==> src/rtl/gb_cpu_common_pkg.sv <==
// Shared GB CPU constants: interrupt sources, vectors,
// register addresses and the IME state encoding.
package gb_cpu_common_pkg;

  typedef enum logic [2:0] {
    IRQ_VBLANK = 3'd0,
    IRQ_STAT   = 3'd1,
    IRQ_TIMER  = 3'd2,
    IRQ_SERIAL = 3'd3,
    IRQ_JOYPAD = 3'd4
  } irq_src_t;

  typedef enum logic [1:0] {
    IME_OFF    = 2'd0,
    IME_ARMING = 2'd1,
    IME_ON     = 2'd2
  } ime_state_t;

  localparam int NUM_IRQ = 5;

  localparam logic [15:0] IRQ_VEC_BASE = 16'h0040;
  localparam logic [15:0] ADDR_IF      = 16'hFF0F;
  localparam logic [15:0] ADDR_IE      = 16'hFFFF;

  localparam logic [2:0] ISR_M_ENTRY   = 3'd0;
  localparam logic [2:0] ISR_M_RESOLVE = 3'd3;

  function automatic logic [15:0] irq_vector(
    input logic [2:0] idx
  );
    return IRQ_VEC_BASE + {10'd0, idx, 3'b000};
  endfunction

endpackage

==> src/rtl/gb_cpu_irq_prio_enc.sv <==
// Fixed-priority encoder for pending interrupts,
// bit 0 (VBlank) wins.
module gb_cpu_irq_prio_enc
  import gb_cpu_common_pkg::*;
(
  input  logic [4:0] req_i,
  output logic [2:0] index_o,
  output logic       any_o
);

  always_comb begin
    index_o = '0;
    any_o   = |req_i;
    for (int i = NUM_IRQ - 1; i >= 0; i--) begin
      if (req_i[i]) index_o = 3'(i);
    end
  end

endmodule

==> src/rtl/gb_cpu_interrupt_ctrl.sv <==
// IE/IF registers, IME with EI delay, and ISR
// vector resolution for the GB CPU scheduler.
module gb_cpu_interrupt_ctrl
  import gb_cpu_common_pkg::*;
(
  input  logic        clk,
  input  logic        reset,
  input  logic [4:0]  irq_req_i,
  input  logic        ei_i,
  input  logic        di_i,
  input  logic        reti_i,
  input  logic        instr_boundary_i,
  input  logic        isr_cmd_i,
  input  logic [2:0]  isr_m_cycle_i,
  input  logic [15:0] addr_i,
  input  logic        wr_en_i,
  input  logic        rd_en_i,
  input  logic [7:0]  data_i,
  output logic [7:0]  data_o,
  output logic        data_valid_o,
  output logic        interrupt_queued_o,
  output logic        halt_wake_o,
  output logic [15:0] isr_vector_o
);

  logic [7:0]  ie_q, ie_d;
  logic [4:0]  if_q, if_d;
  ime_state_t  state_q, state_d;
  logic        seen_q, seen_d;
  logic [7:0]  data_q, data_d;
  logic        valid_q, valid_d;
  logic [15:0] vec_q, vec_d;

  logic [4:0] pend;
  logic [4:0] clr_mask;
  logic [2:0] prio_idx;
  logic       prio_any;
  logic       isr_entry, isr_resolve;
  logic       wr_if, wr_ie, rd_if, rd_ie;

  assign pend        = ie_q[4:0] & if_q;
  assign isr_entry   = isr_cmd_i &&
                       (isr_m_cycle_i == ISR_M_ENTRY);
  assign isr_resolve = isr_cmd_i &&
                       (isr_m_cycle_i == ISR_M_RESOLVE);
  assign wr_if = wr_en_i && (addr_i == ADDR_IF);
  assign wr_ie = wr_en_i && (addr_i == ADDR_IE);
  assign rd_if = rd_en_i && (addr_i == ADDR_IF);
  assign rd_ie = rd_en_i && (addr_i == ADDR_IE);

  gb_cpu_irq_prio_enc u_prio (
    .req_i   (pend),
    .index_o (prio_idx),
    .any_o   (prio_any)
  );

  always_ff @(posedge clk or posedge reset) begin
    if (reset) begin
      ie_q    <= '0;
      if_q    <= '0;
      state_q <= IME_OFF;
      seen_q  <= 1'b0;
      data_q  <= '0;
      valid_q <= 1'b0;
      vec_q   <= '0;
    end else begin
      ie_q    <= ie_d;
      if_q    <= if_d;
      state_q <= state_d;
      seen_q  <= seen_d;
      data_q  <= data_d;
      valid_q <= valid_d;
      vec_q   <= vec_d;
    end
  end

  // Peripheral requests are OR'd last so they beat writes and acks.
  always_comb begin
    clr_mask = '0;
    vec_d    = vec_q;
    if (isr_resolve) begin
      if (prio_any) begin
        clr_mask = 5'(1) << prio_idx;
        vec_d    = irq_vector(prio_idx);
      end else begin
        vec_d    = 16'h0000;
      end
    end
    if_d = wr_if ? data_i[4:0] : (if_q & ~clr_mask);
    if_d = if_d | irq_req_i;
    ie_d = wr_ie ? data_i : ie_q;
  end

  always_comb begin
    valid_d = rd_if | rd_ie;
    data_d  = data_q;
    if (rd_if)      data_d = {3'b111, if_q};
    else if (rd_ie) data_d = ie_q;
  end

  // seen_q marks EI's own boundary; the next one enables IME.
  always_comb begin
    state_d = state_q;
    seen_d  = seen_q;
    if (isr_entry || di_i) begin
      state_d = IME_OFF;
      seen_d  = 1'b0;
    end else if (reti_i) begin
      state_d = IME_ON;
      seen_d  = 1'b0;
    end else begin
      unique case (state_q)
        IME_OFF: begin
          seen_d = 1'b0;
          if (ei_i) state_d = IME_ARMING;
        end
        IME_ARMING: begin
          if (instr_boundary_i) begin
            if (seen_q) begin
              state_d = IME_ON;
              seen_d  = 1'b0;
            end else begin
              seen_d  = 1'b1;
            end
          end
        end
        IME_ON: state_d = IME_ON;
        default: begin
          state_d = IME_OFF;
          seen_d  = 1'b0;
        end
      endcase
    end
  end

  always_comb begin
    interrupt_queued_o = (state_q == IME_ON) && (|pend) &&
                         !isr_entry;
    halt_wake_o        = |pend;
    data_o             = data_q;
    data_valid_o       = valid_q;
    isr_vector_o       = vec_q;
  end

endmodule

==> config.mk <==
export PLATFORM = sky130hd
export DESIGN_NAME = gb_cpu_interrupt_ctrl
export DESIGN_NICKNAME = d
export VERILOG_FILES = /design/src/rtl/gb_cpu_common_pkg.sv /design/src/rtl/gb_cpu_irq_prio_enc.sv /design/src/rtl/gb_cpu_interrupt_ctrl.sv
export SDC_FILE = /design/constraint.sdc
export NUM_CORES = 1
export LEC_CHECK = 0
export CAP_MARGIN = 10
export CORE_MARGIN = 2
export CORE_UTILIZATION = 35
export DETAILED_ROUTE_END_ITERATION = 12
export GPL_TIMING_DRIVEN = 1
export MAX_ROUTING_LAYER = met4
export PLACE_DENSITY = 0.69
export SETUP_SLACK_MARGIN = 0.15
export SLEW_MARGIN = 20
export SYNTH_ARGS = -nofsm -noshare
export SYNTH_HDL_FRONTEND = slang
export SYNTH_SLANG_ARGS = --single-unit
==> constraint.sdc <==
create_clock -name clk -period 2.7 [get_ports clk]
set_clock_uncertainty 0.2 [all_clocks]
set_input_delay 0.54 -clock clk [delete_from_list [all_inputs] [get_ports clk]]
set_output_delay 0.54 -clock clk [all_outputs]
set_load 0.05 [all_outputs]
==> flow_summary.toml <==
[critical_path]
crit_chain = "clkdlybuf4s50_1 > nor4b_2 > buf_4 > nor3b_2 > buf_4"
setup.worst_path.class = "input pin to output port"
crit_arrival_ns = 1.66
crit_path_start_kind = "input pin"
critPathCaptureType = "output port"
crit_buf_inv = 3
cp_num_cells = 5
crit_fanout = 4
r2r_cells = 4
critPathTopFamily = "buffers and inverters"
worst_ep_required_time_ns = 1.96
max_stage_delay_ns = 0.43
crit_slowest_cell = "clkdlybuf4s50_1"
cp_common_cell = "buf_4"

[logic_synthesis]
ys_warn_count = 0
syn_area_per_cell_um2 = 11.3
synthesis.area_mm2 = 0.00154
ys_types = 41
synth-async-reset-ratio_pct = 100
yosys.area.top_type = "dfrtp_1"
synth_common_cells = "dfrtp_1, buf_4, inv_1"
synthTopCellsByArea = "dfrtp_1, mux2_2, buf_4, a2bb2oi_1, ha_1"
synth_edf_count = 0
syn_inst = 136
ys_seq_elements = 29
synth.top_cell.area_share_pct = 47.3
ys.flop_type = "dfrtp_1"
synth.most_common_cell = "dfrtp_1"
ys_seq_area_share_pct = 47.3

[sta]
rsz0062_at_grt = "no"
timing.final.ws_setup_ns = 0.296
fmax_mhz = 416
slew_violations = 0
tns_ns = 0
setup_viol = 0
hold_violations = 0
min_period_over_period_pct = 89.0
period_needed_ns = 2.40
slew-limit-headroom_pct = 66.0
tightest_slew_ns = 0.508

[grt]
grt_usage_pct = 16.3
grt_pass1_wl_um = 6150
grt_overflow = 0
antenna_found_initial = 0
grt_max_degree = 30
grt_pass1_vias = 1360

[floorplanning]
coreArea_mm2 = 0.00429
chipWidth_um = 70.2
ioPinCount = 68
core.rowCount = 24
dieArea_mm2 = 0.00493
die_y_um = 70.2
start_util_pct = 35.8

[drt]
avgRoutedWirePerCell_um = 14.7
drtIter0Drc = 56
ant_nets = 0
vias = 1294
drc = 0
drt-total-wl_um = 3750
vias_per_cell = 5.09
drtPass1Iterations = 4

[outcome]
outcome = "complete, no violations"

[cts]
cts_root_buf = "clkbuf_8"
clk-insertion-delay-late_ns = 0.28
clk_path_buf_depth = 2
cts_sinks = 29
cts_hold_buf = 0
cts.clk_slew.worst_paths_ns = 0.06
cts_buffers = 5
cts_tree = "done"
htreeDepth = 2

[final_layout]
fin_cells = 254
antenna_cells = 0
nets = 245
area_growth_pct = 45.4
drive_gt1_share_pct = 16.8
nFillCells = 395
finalInstanceArea_mm2 = 0.00223

[place]
dpl-instance-area_mm2 = 0.00214
io_buffer_count = 55
gp_congestion = 0.777
place_ws_ns = 0.147
dp.cells = 246
dp_hpwl_um = 2910

[power_and_ir_drop]
power.leakage_nw = 0.955
peakVddDrop_v = 0.000361
p_per_area_mw_per_mm2 = 418

[min_path]
hp-class = "flop to flop"
hold_depth = 2

[job]
maxCapViolCount = 0
[final timing paths]
check / start / to / slack, ns
worst max register to register: if_q[1] / if_q[4] / 0.96
worst min-delay path: isr_vector_o[6] / isr_vector_o[6] / 0.28
min in group asynchronous: reset / data_o[2] / 0.43
max in group asynchronous: reset / ie_q[7] / 1.61
worst min register to register: isr_vector_o[6] / isr_vector_o[6] / 0.28
worst max-delay path: isr_m_cycle_i[0] / interrupt_queued_o / 0.30
[area by class of cell]
type | instances | area, um^2 | area share, %
flip-flops and latches | 29 | 726 | 32.5
multi-input cells | 93 | 726 | 32.5
repair buffers | 62 | 598 | 26.8
clock buffers | 8 | 80.1 | 3.59
well taps | 52 | 65.1 | 2.91
inverters | 10 | 37.5 | 1.68
[worst min-delay path, delay by kind of cell, from the launching register on]
family	cells	cell delay (ns)
simple gates	1	0.04
compound gates	1	0.06
flops	1	0.34
[per-stage QoR]
stage	util [%]	total power [mW]	hold WS [ns]
floorplan	-	0.541	0.254
global placement	49.9	0.602	0.264
detailed placement	49.9	0.607	0.283
CTS	51.7	0.946	0.296
global route	52.0	0.978	0.311
finish	52.0	0.933	0.282
[placed cells by master (no fill, tap or decap), types with 2 or more instances in the layout]
cell type,count
nand4_1,2
o22a_1,3
clkbuf_1,3
dfrtp_1,29
mux2_2,9
a32o_1,2
clkdlybuf4s50_1,53
a21oi_1,2
o31ai_1,3
nor4_1,3
nand2b_1,2
ha_1,3
nand4_2,2
a22o_1,3
o21ai_0,6
a2bb2oi_1,5
clkbuf_8,5
a31oi_1,4
a22oi_1,2
inv_1,10
buf_4,9
mux2i_1,2
conb_1,12
o22ai_1,5
nand2_1,5
[state kept, by name, indices dropped and copies added, names as in the netlist]
name	flops
data_valid_o	1
state_q	2
ie_q	8
data_o	8
isr_vector_o	4
if_q	5
seen_q	1
[cell families after synthesis]
kind of cell | share of synthesized area [%]
AO/OA/AOI/OAI | 20.1
adder cells (fa/ha/maj) | 2.45
buffers and inverters | 9.21
flip-flops | 47.3
multiplexers | 7.91
other | 0.244
AND/OR/NAND/NOR | 12.8
[report_power, final]
group	switching, mW	internal, mW	leakage (nW)
clock network	0.151	0.182	0.0395
logic	0.0849	0.0731	0.538
registers	0.00264	0.439	0.377
total	0.239	0.694	0.955
[metal layers]
layer | share of wire, % | track usage [%] | vias up
li1 | - | - | 624
met4 | 2.2 | 6.41 | 0
met1 | 40 | 18.6 | 618
met5 | 0 | - | -
met3 | 4.8 | 4.33 | 11
met2 | 53 | 27.3 | 41
[what timing repair did]
item / CTS / global route
hold endpoints to repair: 0 / 0
resized for setup: 0 / 2
setup endpoints to repair: 0 / 2
buffers inserted: 0 / 0
Power figures use the tool's default switching activity.
